`src/rtl/mmio_event_bank_if.sv`:
```
// Data-memory bus slice seen by the MMIO event bank: write strobe, word
// address, write data, combinational window hit and registered read data.
interface mmio_event_bank_if;
  logic        wren;
  logic [11:0] address;
  logic [31:0] data;
  logic        hit;
  logic [31:0] q;

  modport master (output wren, address, data, input hit, q);
  modport slave  (input wren, address, data, output hit, q);
endinterface

```
`src/rtl/mmio_event_bank.sv`:
```
// 64-word MMIO window: read-only input words, read/write output words, and
// synchronised edge-detected event lines with sticky status, counters and irq.
module mmio_event_bank #(
  parameter logic [11:0] BASE  = 12'hF00,
  parameter int          N_IN  = 4,
  parameter int          N_OUT = 5,
  parameter int          N_EVT = 4
) (
  input  logic                  clock,
  input  logic                  reset,
  mmio_event_bank_if.slave      bus,
  input  logic [32*N_IN-1:0]    in_words,
  output logic [32*N_OUT-1:0]   out_words,
  input  logic [N_EVT-1:0]      evt_in,
  output logic                  irq
);

  logic [5:0]  offset;
  logic [3:0]  idx;
  logic        wr;

  logic [31:0]                 q_q, rd_data;
  logic [N_OUT-1:0][31:0]      out_q, out_d;
  logic [N_EVT-1:0]            status_q, status_d;
  logic [N_EVT-1:0]            mask_q, mask_d;
  logic [N_EVT-1:0][7:0]       cnt_q, cnt_d;
  logic [N_EVT-1:0]            s1_q, s2_q, prev_q;
  logic [1:0]                  warm_q, warm_d;
  logic                        warm_done;
  logic [N_EVT-1:0]            evt_edge, w1c;

  assign offset    = bus.address[5:0];
  assign idx       = offset[3:0];
  assign bus.hit   = (bus.address[11:6] == BASE[11:6]);
  assign wr        = bus.wren && bus.hit;
  assign bus.q     = q_q;
  assign out_words = out_q;
  assign irq       = |(status_q & mask_q);

  // Edges are ignored for the first three cycles out of reset so a line
  // already high when reset drops is not counted as an event.
  assign warm_done = (warm_q == 2'd3);
  assign warm_d    = warm_done ? warm_q : warm_q + 2'd1;
  assign evt_edge  = s2_q & ~prev_q & {N_EVT{warm_done}};

  // Read mux works on pre-write state, so read-during-write returns old data.
  // NOTE: every always_comb output gets a default first; otherwise a path that skips the assignment infers a latch.
  always_comb begin
    rd_data = '0;
    case (offset[5:4])
      2'd0: for (int i = 0; i < N_IN; i++)
              if (idx == 4'(i)) rd_data = in_words[32*i +: 32];
      2'd1: for (int i = 0; i < N_OUT; i++)
              if (idx == 4'(i)) rd_data = out_q[i];
      2'd2: case (idx)
              4'd0:    rd_data[N_EVT-1:0] = status_q;
              4'd1:    rd_data[N_EVT-1:0] = mask_q;
              4'd2:    rd_data[N_EVT-1:0] = status_q & mask_q;
              default: rd_data = '0;
            endcase
      default: for (int i = 0; i < N_EVT; i++)
              if (idx == 4'(i)) rd_data[7:0] = cnt_q[i];
    endcase
  end

  always_comb begin
    out_d  = out_q;
    mask_d = mask_q;
    w1c    = '0;
    if (wr && offset[5:4] == 2'd1) begin
      for (int i = 0; i < N_OUT; i++)
        if (idx == 4'(i)) out_d[i] = bus.data;
    end
    if (wr && offset == 6'h20) w1c    = bus.data[N_EVT-1:0];
    if (wr && offset == 6'h21) mask_d = bus.data[N_EVT-1:0];

    // A new edge beats a same-cycle W1C; a counter write beats a new edge.
    status_d = (status_q & ~w1c) | evt_edge;
    cnt_d    = cnt_q;
    for (int i = 0; i < N_EVT; i++) begin
      if (wr && offset[5:4] == 2'd3 && idx == 4'(i))
        cnt_d[i] = 8'd0;
      else if (evt_edge[i] && cnt_q[i] != 8'hFF)
        cnt_d[i] = cnt_q[i] + 8'd1;
    end
  end

  // NOTE: sequential state uses non-blocking assignments so every register samples pre-edge values, independent of statement order.
  always_ff @(posedge clock) begin
    if (reset) begin
      q_q      <= '0;
      // NOTE: the output words are a small flop array, not RAM, so they take a reset like any other register.
      out_q    <= '0;
      status_q <= '0;
      mask_q   <= '0;
      cnt_q    <= '0;
      s1_q     <= '0;
      s2_q     <= '0;
      prev_q   <= '0;
      warm_q   <= '0;
    end else begin
      q_q      <= bus.hit ? rd_data : 32'd0;
      out_q    <= out_d;
      status_q <= status_d;
      mask_q   <= mask_d;
      cnt_q    <= cnt_d;
      s1_q     <= evt_in;
      s2_q     <= s1_q;
      prev_q   <= s2_q;
      warm_q   <= warm_d;
    end
  end

endmodule

```
`src/flat_wrapper.sv`:
```
// flat-port wrapper written by rule: the top's interface ports become plain ports
module mmio_event_bank_flat 
#(
  parameter logic [11:0] BASE  = 12'hF00,
  parameter int          N_IN  = 4,
  parameter int          N_OUT = 5,
  parameter int          N_EVT = 4
)
  (clock, reset, in_words, out_words, evt_in, irq, bus_wren, bus_address, bus_data, bus_hit, bus_q);
  mmio_event_bank_if bus_i ();
  input  logic clock;
  input  logic reset;
  input  logic [32*N_IN-1:0] in_words;
  output logic [32*N_OUT-1:0] out_words;
  input  logic [N_EVT-1:0] evt_in;
  output logic irq;
  input wire logic [$bits(bus_i.wren)-1:0] bus_wren;
  input wire logic [$bits(bus_i.address)-1:0] bus_address;
  input wire logic [$bits(bus_i.data)-1:0] bus_data;
  output wire logic [$bits(bus_i.hit)-1:0] bus_hit;
  output wire logic [$bits(bus_i.q)-1:0] bus_q;
  assign bus_i.wren = bus_wren;
  assign bus_i.address = bus_address;
  assign bus_i.data = bus_data;
  assign bus_hit = bus_i.hit;
  assign bus_q = bus_i.q;
  mmio_event_bank #(.BASE(BASE), .N_IN(N_IN), .N_OUT(N_OUT), .N_EVT(N_EVT)) u_core (.clock(clock), .reset(reset), .bus(bus_i), .in_words(in_words), .out_words(out_words), .evt_in(evt_in), .irq(irq));
endmodule
```
`config.mk`:
```
export PLATFORM = sky130hd
export DESIGN_NAME = mmio_event_bank_flat
export DESIGN_NICKNAME = d
export VERILOG_FILES = /design/src/rtl/mmio_event_bank_if.sv /design/src/rtl/mmio_event_bank.sv /design/src/flat_wrapper.sv
export SDC_FILE = /design/constraint.sdc
export NUM_CORES = 1
export LEC_CHECK = 0
export ABC_CLOCK_PERIOD_IN_PS = 2290
export CORE_AREA = 8 8 180 182
export DETAILED_ROUTE_END_ITERATION = 10
export DIE_AREA = 0 0 188 190
export PLACE_DENSITY = 0.7
export REMOVE_ABC_BUFFERS = 1
export SETUP_SLACK_MARGIN = 0.4
export SLEW_MARGIN = 20
export SYNTH_ARGS = -nofsm -noshare
export SYNTH_HDL_FRONTEND = slang
export SYNTH_SLANG_ARGS = --single-unit
```
`constraint.sdc`:
```
create_clock -name clock -period 2.29 [get_ports clock]
set_input_delay 0.229 -clock clock [delete_from_list [all_inputs] [get_ports clock]]
set_output_delay 0.229 -clock clock [all_outputs]
set_load 0.005 [all_outputs]
```
==> results.md, run 1 <==
| Quantity | Value | Unit |
|:---|:---|:---|
| Crit path arrival time | 1.53 | ns |
| Total wirelength of the detailed-routed design | 42800 | um |
| PD cells | 568 | nW/um2 |
| CP Data Required Time | 2.06 | ns |
| Most used routing layer in global routing | met2 | - |
| DR vias | 10405 | - |
| Actual transition at the worst max-transition pin | 0.774 | ns |
| # DRC | 0 | - |
| Crit path kind | register to output port | - |
| Part of the Yosys area used for sequential elements | 42.5 | % |
| Portion of netlist area occupied by mux cells | 28.6 | % |
| Register bit total from synthesis | 246 | - |
| Warnings from Yosys | 0 | - |
| Sequence of cells on the critical path | clkdlybuf4s50_1 | - |
| Setup repair after global routing missed its margin | false | - |
| Slack of the worst reg-to-reg path | 0.53 | ns |
| Post-synth EDFFs | 0 | - |
| Final total negative setup slack | 0 | ns |
| Io pins | 373 | - |
| Area added between synthesis and finish | 46.1 | % |
| Met1 Use GR | 26.8 | % |
| Largest net degree at the start of global routing | 72 | - |
| Placeable core region | 29400 | um2 |
| Startpoint Class | register | - |
| Worst supply voltage drop on vdd | 0.478 | mV |
| Status | complete, no violations | - |
| Total inserted antenna cells | 0 | - |
| Max-slew violations | 0 | - |
| Simple-gate area share of the yosys netlist | 15.8 | % |
| Buffer type at the clock tree root | sky130_fd_sc_hd__clkbuf_16 | - |
| Via density | 5.46 | - |
| Initial DRC Count | 513 | - |
| Die X | 188 | um |
| Critical path's top delay family | buffers and inverters | - |
| Post-Syn Area | 11600 | um2 |
| # rows | 63 | - |
| Yosys top cell area share | 42.5 | % |
| Max Cap Viol | 0 | - |
| Worst-path fanout max | 3 | - |
| Placed inst area | 16000 | um2 |
| Fraction of layout cells with a size suffix above 1 | 13.3 | % |
| Max stage delay cell, worst path | sky130_fd_sc_hd__clkdlybuf4s50_1 | - |
| Biggest area contributors in the synthesized netlist | sky130_fd_sc_hd__dfxtp_1 42%, sky130_fd_sc_hd__mux2i_1 15%, sky130_fd_sc_hd__mux4_2 12% | - |
| CP Buf/Inv Count | 1 | - |
| Met2 routing resource usage after global routing | 40.5 | % |
| Portion of the clock cycle consumed by the worst path in the final layout | 77.0 | % |
| Endpoint kind of the worst setup timing path | output port | - |
| Main combinational cell family by area after synthesis | multiplexers | - |
| Class of the tightest hold or removal check | input pin to register | - |
| Maximum clock insertion buffer count | 3 | - |
| Cell count after placement | 1854 | - |
| Complex-gate fraction of the synthesized area | 7.80 | % |
| Number of global-route vias before repair | 10958 | - |
| Global-route usage over all layers | 23.2 | % |
| Global routing met3 resource utilization | 7.10 | % |
| Number of clock buffers inserted by TritonCTS | 28 | - |
| Initial core utilization | 39.4 | % |
| # port buffers | 372 | - |
| CTS tree | yes | - |
| Synth Flop Type | sky130_fd_sc_hd__dfxtp_1 | - |
| Buffer count from post-CTS setup fixing | 0 | - |
| Average wire per cell in the routed design | 22.5 | um |
| Die area | 35700 | um2 |
| Level count of the clock H-tree | 1 | - |
| Clk sinks | 246 | - |
| Max frequency | 567 | MHz |
| LEAKAGE | 6.10 | nW |
| Number of standard cells in the layout, taps in and fillers out | 1904 | - |
| Clock latency reported for the late side of the worst-skew pair | 0.54 | ns |
| First-pass detailed-route iteration total | 5 | - |
| Dpl hpwl | 32000 | um |
| Routed Antenna Nets | 0 | - |
| Clock-pin slew on the worst setup and hold paths | 0.06 | ns |
| Vertical die dimension | 190 | um |
| Async S/R FF share, synth | 0 | % |
| Setup violators final | 0 | - |
| Xor and xnor area share after synthesis | 0.906 | % |
| Final Skew | 0.0251 | ns |
| Final net count | 1678 | - |
| Gpl congestion | 0.842 | - |
| First-pass GRT wire length | 65800 | um |
| Post-Layout Inst Area | 16900 | um2 |
| Initial antenna violation count | 1 | - |
| Overall overflow remaining after global route | 0 | - |
| Final hold violation count | 0 | - |
| Hold-fix buffers at CTS | 0 | - |
| Post-Synth Adder-Cell Area | 0.540 | % |
| Worst path max stage delay | 0.56 | ns |
| Number of instances in the synthesized netlist | 1117 | - |
| Fill cell instance count of the final layout | 2526 | - |
| Worst relative slew slack | 48.4 | % |
| Avg Inst Size Synth | 10.4 | um2 |
| Count of different cell masters after synthesis | 56 | - |
| Final period demand of the worst path | 1.76 | ns |
| Cell taking the most area after synthesis | sky130_fd_sc_hd__dfxtp_1 | - |
==> routing by layer <==
| metal | part of all wire [%] | wire length (um) |
|---|---|---|
| met1 | 39 | 16900 |
| met5 | 0.030 | 13 |
| met4 | 3.0 | 1280 |
| met3 | 8.2 | 3490 |
| met2 | 49 | 21100 |
==> synthesized netlist by cell type, drive strengths merged, types with 8 or more instances <==
master  count
clkbuf     51
nor3       21
mux4       62
a21oi      32
xor2        8
a221oi     14
and2        9
o21ai      14
or3         9
nor2      120
buf        33
a22o       11
nor2b      14
mux2i     169
o221ai     10
nand3      10
nand2b      8
nand4      12
nand2     145
mux2       20
dfxtp     246
==> worst reg2reg max path: cells and delay by family, from the launching register on <==
family / cells / cell delay [ns]
simple gates: 2 / 0.73
flops: 1 / 0.35
compound gates: 2 / 0.35
fa+ha+maj: 1 / 0.27
==> through the flow <==
stage                     hold slack, ns  util [%]  worst slack (ns)  total power, W
after floorplan                    0.301         -             -3.15         0.00468
after global placement             0.431      54.5            0.0310         0.00526
after detailed placement           0.428      54.5           -0.0219         0.00527
after CTS                          0.231      57.6             0.371         0.00970
after global routing               0.241      57.6             0.414         0.00995
final                              0.244      57.6             0.526         0.00962
==> where the power goes <==
| group | switching [W] | internal, W | total, W |
|---|---|---|---|
| logic | 0.000383 | 0.000486 | 0.000869 |
| registers | 0.0000108 | 0.00430 | 0.00431 |
| clock network | 0.00179 | 0.00265 | 0.00444 |
| total | 0.00219 | 0.00743 | 0.00962 |
==> registers in the layout, summed over array words and instances (netlist names) <==
register,count
u_core.bus.q,32
u_core.cnt_q,32
u_core.mask_q,4
u_core.out_words,160
u_core.prev_q,4
u_core.s1_q,4
u_core.s2_q,4
u_core.status_q,4
u_core.warm_q,2
==> what timing repair did <==
action / CTS / global route
endpoints found under the setup margin: 4 / 10
endpoints found under the hold margin: 0 / 0
pin swaps: 0 / 1
resized for setup: 3 / 3
==> cell families after synthesis <==
family                   Yosys count
AO/OA/AOI/OAI                    128
flip-flops                       246
adder cells (fa/ha/maj)            5
buffers and inverters             91
multiplexers                     251
XOR/XNOR                          12
AND/OR/NAND/NOR                  384
==> path summary, 6_finish.rpt <==
check	from	end	depth (start not counted)
hold reg to reg	u_core.s1_q[1]	u_core.s2_q[1]	1
hold / removal	evt_in[0]	u_core.s1_q[0]	2
setup / recovery	u_core.out_words[43]	out_words[43]	1
setup reg to reg	u_core.warm_q[0]	u_core.cnt_q[21]	5
==> layout by cell type, fill, tap and decap left out, types with 4 or more instances in the layout <==
master	count
sky130_fd_sc_hd__a21oi_1	32
sky130_fd_sc_hd__clkbuf_1	8
sky130_fd_sc_hd__o21ai_0	11
sky130_fd_sc_hd__nand2_1	144
sky130_fd_sc_hd__mux2i_1	169
sky130_fd_sc_hd__nor3_1	21
sky130_fd_sc_hd__o221ai_1	10
sky130_fd_sc_hd__o211ai_1	6
sky130_fd_sc_hd__buf_12	15
sky130_fd_sc_hd__mux2_2	20
sky130_fd_sc_hd__a211oi_1	4
sky130_fd_sc_hd__o31ai_1	6
sky130_fd_sc_hd__and4_1	7
sky130_fd_sc_hd__dfxtp_1	246
sky130_fd_sc_hd__nand4_1	12
sky130_fd_sc_hd__xor2_1	8
sky130_fd_sc_hd__inv_1	6
sky130_fd_sc_hd__mux4_2	62
sky130_fd_sc_hd__or3_1	9
sky130_fd_sc_hd__clkdlybuf4s50_1	367
sky130_fd_sc_hd__and2_1	9
sky130_fd_sc_hd__nor2_1	119
sky130_fd_sc_hd__nand3_1	10
sky130_fd_sc_hd__xnor2_1	4
sky130_fd_sc_hd__a22o_1	11
sky130_fd_sc_hd__a21boi_0	4
sky130_fd_sc_hd__and3_1	6
sky130_fd_sc_hd__nand2b_1	8
sky130_fd_sc_hd__a31oi_1	7
sky130_fd_sc_hd__a221oi_1	14
sky130_fd_sc_hd__clkbuf_16	29
sky130_fd_sc_hd__ha_1	4
sky130_fd_sc_hd__a32oi_1	7
sky130_fd_sc_hd__buf_4	46
sky130_fd_sc_hd__clkinv_2	9
sky130_fd_sc_hd__nor2b_1	14
==> final cells by class <==
| type | count | area [um2] | area share, % |
|---|---|---|---|
| Clock buffer | 37 | 756 | 4.46 |
| Clock inverter | 13 | 145 | 0.857 |
| Inverter | 7 | 27.5 | 0.163 |
| Multi-Input combinational cell | 780 | 6250 | 36.9 |
| Sequential cell | 246 | 4920 | 29.1 |
| Tap cell | 390 | 488 | 2.88 |
| Timing Repair Buffer | 431 | 4350 | 25.7 |
Note: power is estimated with default switching activity, not from simulation.
==> run 2: changes to the inputs <==
--- a/config.mk
+++ b/config.mk
@@ -5,7 +5,7 @@
 export SDC_FILE = /design/constraint.sdc
 export NUM_CORES = 1
 export LEC_CHECK = 0
-export ABC_CLOCK_PERIOD_IN_PS = 2290
+export ABC_CLOCK_PERIOD_IN_PS = 1800
 export CORE_AREA = 8 8 180 182
 export DETAILED_ROUTE_END_ITERATION = 10
 export DIE_AREA = 0 0 188 190
==> constraint.sdc (replaced) <==
create_clock -name clock -period 1.8 [get_ports clock]
set_input_delay 0.18 -clock clock [delete_from_list [all_inputs] [get_ports clock]]
set_output_delay 0.18 -clock clock [all_outputs]
set_load 0.005 [all_outputs]
==> results.md, run 2 (same netlist as run 1, synthesis figures left out) <==
| Quantity | Value | Unit | vs previous |
|:---|:---|:---|:---|
| DR vias | 10841 | - | +4.2% |
| Max Cap Viol | 0 | - | unchanged |
| Class of the tightest hold or removal check | input pin to register | - |  |
| Fraction of layout cells with a size suffix above 1 | 23.9 | % | +11 points |
| Most frequent cells in the layout | 195 x sky130_fd_sc_hd__dfxtp_1, 168 x sky130_fd_sc_hd__mux2i_1, 164 x sky130_fd_sc_hd__clkdlybuf4s50_1 | - |  |
| Average wire per cell in the routed design | 23.6 | um | +4.7% |
| Die area | 35700 | um2 | unchanged |
| Status | complete, no violations | - |  |
| Worst supply voltage drop on vdd | 0.759 | mV | +59% |
| LEAKAGE | 7.32 | nW | +20% |
| Final Skew | 0.0166 | ns | -0.00851 ns |
| First-pass detailed-route iteration total | 5 | - | unchanged |
| Reg power frac | 43.8 | % | -1.0 points |
| Setup violators final | 0 | - | unchanged |
| Final total negative setup slack | 0 | ns | unchanged |
| Die X | 188 | um | unchanged |
| Number of standard cells in the layout, taps in and fillers out | 1964 | - | +3.2% |
| Largest net degree at the start of global routing | 82 | - | +14% |
| Initial DRC Count | 658 | - | +28% |
| Worst-path fanout max | 5 | - | +2 |
| Switching component of the power | 0.00292 | W | +33% |
| Worst relative slew slack | 48.2 | % | -0.20 points |
| Tightest hold margin | 0.188 | ns | -0.0559 ns |
| First-pass GRT wire length | 68300 | um | +3.8% |
| Endpoint kind of the worst setup timing path | register | - |  |
| Number of global-route vias before repair | 11234 | - | +2.5% |
| Clk sinks | 246 | - | unchanged |
| Initial antenna violation count | 2 | - | +1 |
| Most common cell after layout, fill and taps aside | sky130_fd_sc_hd__dfxtp_1 | - |  |
| # rows | 63 | - | unchanged |
| Maximum clock insertion buffer count | 3 | - | unchanged |
| Buffer type at the clock tree root | sky130_fd_sc_hd__clkbuf_16 | - |  |
| Hold-fix buffers at CTS | 0 | - | unchanged |
| Sw Share | 23.3 | % | +0.56 points |
| Via density | 5.52 | - | +1.0% |
| Final period demand of the worst path | 1.60 | ns |  |
| CP Data Required Time | 2.23 | ns | +0.17 ns |
| Vertical die dimension | 190 | um | unchanged |
| Area added between synthesis and finish | 54.2 | % |  |
| Total wirelength of the detailed-routed design | 46300 | um | +8.0% |
| Level count of the clock H-tree | 1 | - | unchanged |
| Clock latency reported for the late side of the worst-skew pair | 0.54 | ns | about the same |
| Actual transition at the worst max-transition pin | 0.777 | ns | +0.00297 ns |
| Gpl congestion | 0.867 | - | +3.0% |
| Clock-pin slew on the worst setup and hold paths | 0.06 | ns | about the same |
| Initial core utilization | 39.4 | % | unchanged |
| Final net count | 1736 | - | +3.5% |
| # port buffers | 372 | - | unchanged |
| Crit path arrival time | 2.02 | ns | +0.49 ns |
| Routed Antenna Nets | 0 | - | unchanged |
| # DRC | 0 | - | unchanged |
| Dpl hpwl | 32500 | um | +1.6% |
| CTS tree | yes | - |  |
| Number of flip-flops in the largest register | 160 | - | unchanged |
| Io pins | 373 | - | unchanged |
| Portion of the clock cycle consumed by the worst path in the final layout | 88.6 | % |  |
| Setup repair after global routing missed its margin | true | - |  |
| Portion of total power attributed to the clock network | 46.7 | % | +0.5 points |
| Crit path kind | register to register | - |  |
| Cell count after placement | 1876 | - | +1.2% |
| Core occupancy in the finished layout | 60.8 | % | +3.2 points |
| Overall overflow remaining after global route | 0 | - | unchanged |
| Placeable core region | 29400 | um2 | unchanged |
| Max-slew violations | 0 | - | unchanged |
| Power Internal | 0.00960 | W | +29% |
| Startpoint Class | register | - |  |
| Number of clock buffers inserted by TritonCTS | 28 | - | unchanged |
| Global-route usage over all layers | 24.2 | % | +0.95 points |
| PD cells | 700 | nW/um2 | +23% |
| Comb power frac | 9.4 | % | +0.4 points |
| Total inserted antenna cells | 0 | - | unchanged |
| Max frequency | 627 | MHz |  |
| Final hold violation count | 0 | - | unchanged |
[run 2: final timing paths]
kind,start,to,slack (ns),depth (start not counted)
max,u_core.warm_q[0],u_core.cnt_q[5],0.20,7
min,evt_in[0],u_core.s1_q[0],0.19,2
max reg2reg,u_core.warm_q[0],u_core.cnt_q[5],0.20,7
min reg2reg,u_core.s1_q[0],u_core.s2_q[0],0.44,1
[run 2: through the flow]
step	instance area [um2]	total power (W)	setup slack (ns)
6_report	17900	0.0125	0.205
5_1_grt	17900	0.0129	0.122
4_1_cts	17500	0.0126	0.150
3_5_place_dp	16200	0.00674	-0.493
3_3_place_gp	16200	0.00672	-0.416
2_1_floorplan	11200	0.00595	-3.59
[run 2: critical path: stages (launching register included)]
cell and delay (ns):
sky130_fd_sc_hd__dfxtp_2 0.35, sky130_fd_sc_hd__ha_4 0.17, sky130_fd_sc_hd__buf_6 0.10, sky130_fd_sc_hd__and3b_2 0.20, sky130_fd_sc_hd__nand4_1 0.19, sky130_fd_sc_hd__buf_4 0.22, sky130_fd_sc_hd__o31ai_4 0.17, sky130_fd_sc_hd__a21oi_2 0.08
[run 2: power by group through the flow]
stage	logic, W	registers, W	clock network [W]
finish	0.00118	0.00549	0.00585
global route	0.00126	0.00549	0.00619
global placement	0.00112	0.00560	0
CTS	0.00117	0.00549	0.00593
detailed placement	0.00114	0.00560	0
floorplan	0.000351	0.00560	0
[run 2: area by class of cell]
type | count | area [um2]
Fill cell | 2458 | 11500
Multi-Input combinational cell | 780 | 6610
Sequential cell | 246 | 4990
Timing Repair Buffer | 489 | 4800
Clock buffer | 42 | 865
Tap cell | 390 | 488
Clock inverter | 10 | 91.3
Inverter | 7 | 27.5
[run 2: layer usage]
| metal | global-route usage (%) | wire, um |
|---|---|---|
| met5 | 0 | 25 |
| met4 | 7.85 | 1470 |
| met3 | 7.27 | 3860 |
| met2 | 41.6 | 22600 |
| met1 | 28.5 | 18300 |
[run 2: what timing repair did]
action	CTS	global route
setup endpoints to repair	402	139
gates cloned	3	5
buffers inserted	16	12
pin swaps	32	25
resized for setup	325	92
==> run 3: changes to the inputs <==
--- a/config.mk
+++ b/config.mk
@@ -9,7 +9,7 @@
 export CORE_AREA = 8 8 180 182
 export DETAILED_ROUTE_END_ITERATION = 10
 export DIE_AREA = 0 0 188 190
-export PLACE_DENSITY = 0.7
+export PLACE_DENSITY = 0.78
 export REMOVE_ABC_BUFFERS = 1
 export SETUP_SLACK_MARGIN = 0.4
 export SLEW_MARGIN = 20
==> results.md, run 3 (same netlist as run 1, synthesis figures left out) <==
| Quantity | Value | Unit | vs previous |
|:---|:---|:---|:---|
| Status | complete, no violations | - |  |
| Endpoint kind of the worst setup timing path | register | - |  |
| Critical hold path startpoint | evt_in[0] | - |  |
| First-pass GRT wire length | 69500 | um | +1.8% |
| Final hold violation count | 0 | - | unchanged |
| Actual transition at the worst max-transition pin | 0.569 | ns | -0.208 ns |
| Number of flip-flops in the largest register | 160 | - | unchanged |
| Final total negative setup slack | 0 | ns | unchanged |
| Clock latency reported for the late side of the worst-skew pair | 0.54 | ns | about the same |
| Most common cell after layout, fill and taps aside | sky130_fd_sc_hd__dfxtp_1 | - |  |
| Pre-CTS setup slack | -0.466 | ns | +0.0264 ns |
| Worst supply voltage drop on vdd | 0.490 | mV | -36% |
| Setup violators final | 0 | - | unchanged |
| Slack of the worst reg-to-reg path | 0.30 | ns | +0.09 ns |
| First-pass detailed-route iteration total | 5 | - | unchanged |
| DR vias | 11090 | - | +2.3% |
| Area added between synthesis and finish | 55.4 | % |  |
| Crit path kind | register to register | - |  |
| Io pins | 373 | - | unchanged |
| Fraction of layout cells with a size suffix above 1 | 27.5 | % | +3.6 points |
| Final net count | 1757 | - | +1.2% |
| Startpoint Class | register | - |  |
| Max Cap Viol | 0 | - | unchanged |
| Sequence of cells on the critical path | ha_4, and3b_2, nand4_1, or3_1, a21oi_2 | - |  |
| Placeable core region | 29400 | um2 | unchanged |
| Most frequent cells in the layout | 169 x sky130_fd_sc_hd__dfxtp_1, 167 x sky130_fd_sc_hd__mux2i_1, 164 x sky130_fd_sc_hd__clkdlybuf4s50_1 | - |  |
| Max frequency | 666 | MHz | +6.2% |
| Post-Layout Inst Area | 18000 | um2 | +0.83% |
| Smallest setup slack after layout | 0.298 | ns | +0.0938 ns |
| Dpl hpwl | 33800 | um | +3.8% |
| Die X | 188 | um | unchanged |
| Gpl congestion | 0.890 | - | +2.6% |
| Setup repair after global routing missed its margin | true | - |  |
| Hold Path Stages | 2 | - | unchanged |
| Via density | 5.59 | - | +1.2% |
| Max stage delay cell, worst path | sky130_fd_sc_hd__or3_1 | - |  |
| Vertical die dimension | 190 | um | unchanged |
| Level count of the clock H-tree | 1 | - | unchanged |
| Clk sinks | 246 | - | unchanged |
| Worst reg2reg path depth | 5 | - | -2 |
| Final period demand of the worst path | 1.50 | ns | -0.0938 ns |
| Startpoint of the lowest-slack register-to-register path | u_core.warm_q[0] | - |  |
| Die area | 35700 | um2 | unchanged |
| Average wire per cell in the routed design | 23.3 | um | -1.3% |
| RR Endpoint | u_core.cnt_q[7] | - |  |
| Clock-pin slew on the worst setup and hold paths | 0.06 | ns | about the same |
| # DRC | 0 | - | unchanged |
| Initial DRC Count | 768 | - | +17% |
| # rows | 63 | - | unchanged |
| Placed inst area | 16500 | um2 | +1.6% |
| Maximum clock insertion buffer count | 3 | - | unchanged |
| Initial antenna violation count | 3 | - | +1 |
| Portion of the clock cycle consumed by the worst path in the final layout | 83.4 | % | -5.2 points |
| Max-slew violations | 0 | - | unchanged |
| Largest net degree at the start of global routing | 80 | - | -2.4% |
| Class of the tightest hold or removal check | input pin to register | - |  |
| Crit path arrival time | 1.97 | ns | -0.05 ns |
| Core occupancy in the finished layout | 61.3 | % | +0.50 points |
| LEAKAGE | 7.42 | nW | +1.3% |
| Overall overflow remaining after global route | 0 | - | unchanged |
| Global-route usage over all layers | 24.5 | % | +0.31 points |
| CTS tree | yes | - |  |
| Worst-path fanout max | 7 | - | +2 |
| Number of global-route vias before repair | 11501 | - | +2.4% |
| Worst path max stage delay | 0.39 | ns | +0.04 ns |
| PD cells | 669 | nW/um2 | -4.4% |
| Final Skew | 0.0101 | ns | -0.00654 ns |
| Tightest hold margin | 0.204 | ns | +0.0161 ns |
| Routed Antenna Nets | 0 | - | unchanged |
| Buffer type at the clock tree root | sky130_fd_sc_hd__clkbuf_16 | - |  |
| Worst hold path endpoint | u_core.s1_q[0] | - |  |
| Number of clock buffers inserted by TritonCTS | 27 | - | -3.6% |
| CP Data Required Time | 2.27 | ns | +0.04 ns |
| Worst relative slew slack | 62.1 | % | +14 points |
| Total wirelength of the detailed-routed design | 46200 | um | -0.20% |
| Initial core utilization | 39.4 | % | unchanged |
| # port buffers | 372 | - | unchanged |
[run 3: changes by cell type in the layout (fill, tap and decap cells not counted), moves of 6 or more]
| cell | delta |
|---|---|
| sky130_fd_sc_hd__clkbuf_16 | -6 |
| sky130_fd_sc_hd__dlygate4sd2_1 | -8 |
| sky130_fd_sc_hd__buf_4 | +18 |
| sky130_fd_sc_hd__dfxtp_2 | +28 |
| sky130_fd_sc_hd__dfxtp_1 | -26 |
| sky130_fd_sc_hd__clkbuf_2 | +6 |
[run 3: per-stage QoR]
| step | power (W) | cells |
|---|---|---|
| 2_1_floorplan | 0.00595 | 1033 |
| 3_3_place_gp | 0.00675 | 1903 |
| 3_5_place_dp | 0.00677 | 1903 |
| 4_1_cts | 0.0122 | 1978 |
| 5_1_grt | 0.0125 | 1985 |
| 6_report | 0.0121 | 1985 |
[run 3: how the worst max path moves through the flow]
stage / from / to / slack (ns)
after floorplan: bus_address[3] / u_core.out_words[64] / -3.59
after global placement: bus_address[4] / u_core.bus.q[0] / -0.46
after detailed placement: bus_address[4] / u_core.bus.q[1] / -0.47
after CTS: u_core.warm_q[0] / u_core.cnt_q[5] / 0.27
after global routing: u_core.warm_q[1] / u_core.cnt_q[5] / 0.22
final: u_core.warm_q[0] / u_core.cnt_q[7] / 0.30
[run 3: critical path, delay by kind of cell, from the launching register on]
| family | cells | cell delay (ns) |
|---|---|---|
| compound gates | 1 | 0.13 |
| fa+ha+maj | 1 | 0.17 |
| simple gates | 3 | 0.79 |
| flops | 1 | 0.35 |
[run 3: final cells by class]
cell class | instances | area [um2]
Fill cell | 2383 | 11400
Multi-Input combinational cell | 781 | 6690
Sequential cell | 246 | 5020
Timing Repair Buffer | 510 | 4940
Clock buffer | 36 | 759
Tap cell | 390 | 488
Clock inverter | 13 | 98.8
Inverter | 7 | 27.5
Antenna cell | 2 | 5.00
[run 3: where the power goes]
part / internal [W] / switching [W]
combinational: 0.000686 / 0.000528
clock: 0.00310 / 0.00226
sequential: 0.00547 / 0.0000203
[run 3: layer usage]
| layer | share of wire (%) | vias to the layer above | global-route usage, % |
|---|---|---|---|
| li1 | - | 5003 | - |
| met1 | 39 | 5430 | 29.4 |
| met2 | 48 | 556 | 41.8 |
| met3 | 8.5 | 99 | 6.30 |
| met4 | 3.7 | 2 | 8.97 |
| met5 | 0.028 | - | 0 |
[run 3: timing repair]
item	4_1_cts	5_1_grt
cloned	5	1
pin swaps	42	33
buffers inserted	20	4
setup endpoints to repair	414	212
endpoints found under the hold margin	1	0
gates resized for setup	335	142
hold buffers	1	0
